--- src/rtl/temporizador_de_notas_if.sv ---
// Handshake bundle between the melody sequencer (master) and the note-duration timer (slave).
// Carries the start/pause/abort controls in one direction and the status/gate outputs in the other.
interface temporizador_de_notas_if #(
   parameter int DUR_W = 4
);
   logic             iniciar;
   logic [DUR_W-1:0] duracion;
   logic             pausa;
   logic             detener;
   logic             ocupado;
   logic             sonando;
   logic             fin_nota;
   logic             cambiar_nota;

   modport master (
      output iniciar, duracion, pausa, detener,
      input  ocupado, sonando, fin_nota, cambiar_nota
   );

   modport slave (
      input  iniciar, duracion, pausa, detener,
      output ocupado, sonando, fin_nota, cambiar_nota
   );
endinterface

--- src/rtl/temporizador_de_notas.sv ---
// Note-duration timer: times duracion base units of TICK_CICLOS cycles, then an optional
// GAP_CICLOS articulation silence, with start/busy/done handshake, pause and abort.
module temporizador_de_notas #(
   parameter int CNT_W       = 23,
   parameter int TICK_CICLOS = 1500000,
   parameter int GAP_CICLOS  = 0,
   parameter int DUR_W       = 4
) (
   input logic                   clk_divisor,
   input logic                   reset,
   temporizador_de_notas_if.slave bus
);

   typedef enum logic [1:0] {
      IDLE     = 2'd0,
      SONANDO  = 2'd1,
      SILENCIO = 2'd2
   } estado_t;

   localparam logic [CNT_W-1:0] TICK_LAST = CNT_W'(TICK_CICLOS - 1);
   localparam int               GAP_FIN   = (GAP_CICLOS > 0) ? GAP_CICLOS - 1 : 0;
   localparam logic [CNT_W-1:0] GAP_LAST  = CNT_W'(GAP_FIN);

   estado_t          estado;
   logic [CNT_W-1:0] cont;
   logic [DUR_W-1:0] unidades;
   logic [DUR_W-1:0] dur_lat;
   logic             fin_nota;
   logic             cambiar_nota;

   logic             fin_unidad;
   logic             ultima_unidad;
   logic             completa;
   logic [DUR_W-1:0] dur_nueva;

   // A completion edge is either the last unit of a legato note or the last gap cycle.
   always_comb begin
      fin_unidad    = (cont == TICK_LAST);
      ultima_unidad = fin_unidad && (unidades == (dur_lat - DUR_W'(1)));
      completa      = ((estado == SONANDO) && ultima_unidad && (GAP_CICLOS == 0)) ||
                      ((estado == SILENCIO) && (cont == GAP_LAST));
      dur_nueva     = (bus.duracion == '0) ? DUR_W'(1) : bus.duracion;
   end

   // Abort beats pause, pause beats everything else; a paused completion simply waits.
   always_ff @(posedge clk_divisor or posedge reset) begin
      if (reset) begin
         estado       <= IDLE;
         cont         <= '0;
         unidades     <= '0;
         dur_lat      <= '0;
         fin_nota     <= 1'b0;
         cambiar_nota <= 1'b0;
      end else begin
         fin_nota <= 1'b0;
         if (bus.detener) begin
            estado   <= IDLE;
            cont     <= '0;
            unidades <= '0;
         end else if (bus.pausa && (estado != IDLE)) begin
            estado <= estado;
         end else if (completa) begin
            fin_nota     <= 1'b1;
            cambiar_nota <= ~cambiar_nota;
            cont         <= '0;
            unidades     <= '0;
            if (bus.iniciar) begin
               estado  <= SONANDO;
               dur_lat <= dur_nueva;
            end else begin
               estado <= IDLE;
            end
         end else begin
            case (estado)
               IDLE: begin
                  if (bus.iniciar) begin
                     estado   <= SONANDO;
                     dur_lat  <= dur_nueva;
                     cont     <= '0;
                     unidades <= '0;
                  end
               end
               SONANDO: begin
                  if (ultima_unidad) begin
                     estado   <= SILENCIO;
                     cont     <= '0;
                     unidades <= '0;
                  end else if (fin_unidad) begin
                     cont     <= '0;
                     unidades <= unidades + DUR_W'(1);
                  end else begin
                     cont <= cont + CNT_W'(1);
                  end
               end
               SILENCIO: begin
                  cont <= cont + CNT_W'(1);
               end
               default: begin
                  estado <= IDLE;
               end
            endcase
         end
      end
   end

   assign bus.ocupado      = (estado != IDLE);
   assign bus.sonando      = (estado == SONANDO);
   assign bus.fin_nota     = fin_nota;
   assign bus.cambiar_nota = cambiar_nota;

endmodule

--- src/flat_wrapper.sv ---
// flat-port wrapper written by rule: the top's interface ports become plain ports
module temporizador_de_notas_flat 
#(
   parameter int CNT_W       = 23,
   parameter int TICK_CICLOS = 1500000,
   parameter int GAP_CICLOS  = 0,
   parameter int DUR_W       = 4
)
  (clk_divisor, reset, bus_iniciar, bus_duracion, bus_pausa, bus_detener, bus_ocupado, bus_sonando, bus_fin_nota, bus_cambiar_nota);
  temporizador_de_notas_if #(.DUR_W(DUR_W)) bus_i ();
  input logic clk_divisor;
  input logic reset;
  input wire logic [$bits(bus_i.iniciar)-1:0] bus_iniciar;
  input wire logic [$bits(bus_i.duracion)-1:0] bus_duracion;
  input wire logic [$bits(bus_i.pausa)-1:0] bus_pausa;
  input wire logic [$bits(bus_i.detener)-1:0] bus_detener;
  output wire logic [$bits(bus_i.ocupado)-1:0] bus_ocupado;
  output wire logic [$bits(bus_i.sonando)-1:0] bus_sonando;
  output wire logic [$bits(bus_i.fin_nota)-1:0] bus_fin_nota;
  output wire logic [$bits(bus_i.cambiar_nota)-1:0] bus_cambiar_nota;
  assign bus_i.iniciar = bus_iniciar;
  assign bus_i.duracion = bus_duracion;
  assign bus_i.pausa = bus_pausa;
  assign bus_i.detener = bus_detener;
  assign bus_ocupado = bus_i.ocupado;
  assign bus_sonando = bus_i.sonando;
  assign bus_fin_nota = bus_i.fin_nota;
  assign bus_cambiar_nota = bus_i.cambiar_nota;
  temporizador_de_notas #(.CNT_W(CNT_W), .TICK_CICLOS(TICK_CICLOS), .GAP_CICLOS(GAP_CICLOS), .DUR_W(DUR_W)) u_core (.clk_divisor(clk_divisor), .reset(reset), .bus(bus_i));
endmodule
--- config.mk ---
export PLATFORM = sky130hd
export DESIGN_NAME = temporizador_de_notas_flat
export DESIGN_NICKNAME = d
export VERILOG_FILES = /design/src/rtl/temporizador_de_notas_if.sv /design/src/rtl/temporizador_de_notas.sv /design/src/flat_wrapper.sv
export SDC_FILE = /design/constraint.sdc
export NUM_CORES = 1
export LEC_CHECK = 0
export ABC_AREA = 1
export CAP_MARGIN = 0
export CORE_MARGIN = 1.5
export CORE_UTILIZATION = 53
export CTS_BUF_LIST = sky130_fd_sc_hd__clkbuf_2
export CTS_CLUSTER_SIZE = 8
export DETAILED_ROUTE_END_ITERATION = 12
export HOLD_SLACK_MARGIN = 0.05
export PLACE_DENSITY = 0.72
export REMOVE_ABC_BUFFERS = 1
export SETUP_SLACK_MARGIN = 0.4
export SLEW_MARGIN = 40
export SYNTH_ARGS = -nofsm -noshare
export SYNTH_HDL_FRONTEND = slang
export SYNTH_SLANG_ARGS = --single-unit
--- constraint.sdc ---
create_clock -name clk_divisor -period 2.5 [get_ports clk_divisor]
set_clock_uncertainty 0.2 [all_clocks]
set_input_delay 0.5 -clock clk_divisor [delete_from_list [all_inputs] [get_ports clk_divisor]]
set_output_delay 0.5 -clock clk_divisor [all_outputs]
set_load 0.05 [all_outputs]
==> results.md <==
* Run status: complete, no violations
* Number of port buffers at 12
* Final Critical Period at approximately 2300 ps
* Final core occ at 0.746
* Cell row count at 25
* Clock slew at reported path FFs at between 200 and 250 ps
* Crit end category: flip-flop
* Root Driver: clkbuf_2
* Main synth FF type: dfrtp_1
* # hold bufs at CTS at 0
* H-tree Lvls at 2
* PD cells at between 900 and 1000 mW/mm^2
* Setup TNS at 0 ps
* Lkg Pwr at around 1.7 nW
* Boundary Pins at 13
* Rel. slew slack at 0.677
* Post-synthesis cell area at around 0.0027 mm^2
* Hpwl dp at between 4 and 5 mm
* RSZ-0062 raised after global routing: yes
* Worst setup path class: flip-flop to flip-flop
* Die area at 0.00550 mm^2
* Fmax at between 400 and 500 MHz
* Post-synth EDFFs at 0
* DIE WIDTH at around 74 um
* FF+latch count, synth at 35
* Clock Path Buffers at 2
* Post-Syn Area per Cell at between 6 and 7 um^2
* GRT Overall Usage at 0.297
* Initial antenna violation count at 0
* GP Congestion at roughly 0.92
* Max IR drop VDD at roughly 0.77 mV
* Post-synthesis sequential area ratio at 0.326
* Drt wl/cell at approximately 15 um
* Crit Path Max Fanout at 4
* Commonest non-fill, non-tap cell in the layout: nand2_1
* Period utilization at 0.911
* Final #Nets at approximately 480
* Wire length of the first global-routing pass at about 12 mm
* Layout cells sized above 1 at 0.255
* Vias per cell at about 5.5
* Initial Util at 0.561
* Clock sink count at 35
* Crit path DAT at between 2000 and 2500 ps
* Remaining design rule violation count at 0
* TritonCTS buffer count at 5
* Fraction of registers with async set/reset at 1.00
* Via count at between 2000 and 3000
* Critical Path Source Type: flip-flop
* ANT cells at 0
* R2R Setup Slk at approximately 220 ps
* Final Routed Wirelength at 7.98 mm
* Max_cap viols at 0
* Most frequent cells in the layout: 97 x nand2_1, 54 x nand3_1, 43 x inv_1
* YS warnings at 0
* Fin. max-slew vios at 0
* Initial DRC Count at roughly 280
* TritonRoute pass-1 iters at 6
* Setup violation total in the final timing report at 0
* Critical Path RT at approximately 2600 ps
* Die H at approximately 74 um
* Worst-Margin Slew at about 490 ps
* Largest net degree at the start of global routing at 30
* Unique cell type count in the Yosys netlist at 30
* Worst Hold Class: primary input to asynchronous set/reset pin
* Core footprint at around 0.0048 mm^2
* Post-DRT Antenna Nets at 0
* Skew-Pair Late Insertion Delay at approximately 420 ps
* TritonCTS clock tree: built
* Layout area overhead at 33.1%
* Vias in the first global route at around 2700
* Synth Instances at between 400 and 500
* Gr ovfl total at 0
* Fin. Hold Viols at 0
* Total power at about 3.3 mW
[where the power goes]
| part | leakage [nW] | switching (mW) | internal [mW] |
|---|---|---|---|
| Clock | 0.0492 | 0.222 | 0.268 |
| Combinational | 1.18 | 1.12 | 0.958 |
| Sequential | 0.478 | 0.0647 | 0.636 |
[state kept, by name (all words and copies together), names as in the netlist]
| register | cells |
|---|---|
| u_core.estado | 2 |
| u_core.bus.cambiar_nota | 1 |
| u_core.cont | 23 |
| u_core.dur_lat | 4 |
| u_core.unidades | 4 |
| u_core.bus.fin_nota | 1 |
[repair_timing]
item	CTS	global route
resized for setup	64	26
cloned	6	0
setup buffers	19	4
pin swaps	15	14
endpoints found under the setup margin	37	36
[worst paths after layout]
check,depth (start not counted),to,start
max,12,u_core.unidades[0]$_DFFE_PP0P_,u_core.estado[1]$_DFFE_PP0P_
min,2,u_core.dur_lat[3]$_DFFE_PP0P_,reset
max reg2reg,12,u_core.unidades[0]$_DFFE_PP0P_,u_core.estado[1]$_DFFE_PP0P_
min reg2reg,1,u_core.bus.cambiar_nota$_DFFE_PP0P_,u_core.bus.cambiar_nota$_DFFE_PP0P_
max in group asynchronous,3,u_core.cont[17]$_DFFE_PP0P_,reset
min in group clk_divisor,1,u_core.bus.cambiar_nota$_DFFE_PP0P_,u_core.bus.cambiar_nota$_DFFE_PP0P_
[routing by layer]
metal / vias up / wire [um] / track usage
met2: 130 / 3720 / 0.467
met4: 0 / 161 / 0.109
met3: 21 / 559 / 0.0434
met1: 1358 / 3540 / 0.415
li1: 1430 / - / -
met5: - / 0 / 0
[worst max-delay path, cell delays in order, from the launching register on]
cell and delay [ps]:
dfrtp_1 450, buf_4 150, ha_1 210, nand3_1 110, nor2_2 50, nand3_2 110
nand2_2 80, buf_4 140, nor3_1 250, nor2_1 150, buf_4 170, nand3_1 90
nand2_2 60
[kinds of logic after synthesis]
family	Yosys count	synth area share
simple gates	263	0.440
fa+ha+maj	8	0.0373
buf+inv	71	0.109
xor+xnor	7	0.0228
flops	35	0.326
compound gates	33	0.0643
[layout make-up]
class / instances / area, um^2
multi-input cells: 311 / 1730
fillers: 349 / 1210
flip-flops and latches: 35 / 876
repair buffers: 49 / 562
inverters: 60 / 229
well taps: 67 / 83.8
clock inverters: 3 / 67.6
clock buffers: 5 / 25.0
[metrics by stage]
stage | cell area, um^2 | cells | hold slack, ps | setup WS (ps)
2_1_floorplan | 2620 | 406 | 275 | -10.1
3_3_place_gp | 2890 | 493 | 273 | 264
3_5_place_dp | 2890 | 493 | 271 | 241
4_1_cts | 3460 | 526 | 98.6 | 324
5_1_grt | 3570 | 530 | 109 | 165
6_report | 3570 | 530 | 104 | 222
[Yosys cell counts (all sizes together), types with 3 or more instances]
library cell,count,area (um^2)
o21ai,29,145
xnor2,3,26.3
or2,3,18.8
buf,10,62.6
ha,8,100
nor2,50,205
clkinv,3,12.5
nand3,61,333
inv,57,214
nor3,14,70.1
nand2,122,465
dfrtp,35,876
nand4,12,81.3
xor2,4,35.0
Note: power is estimated with default switching activity, not from simulation.
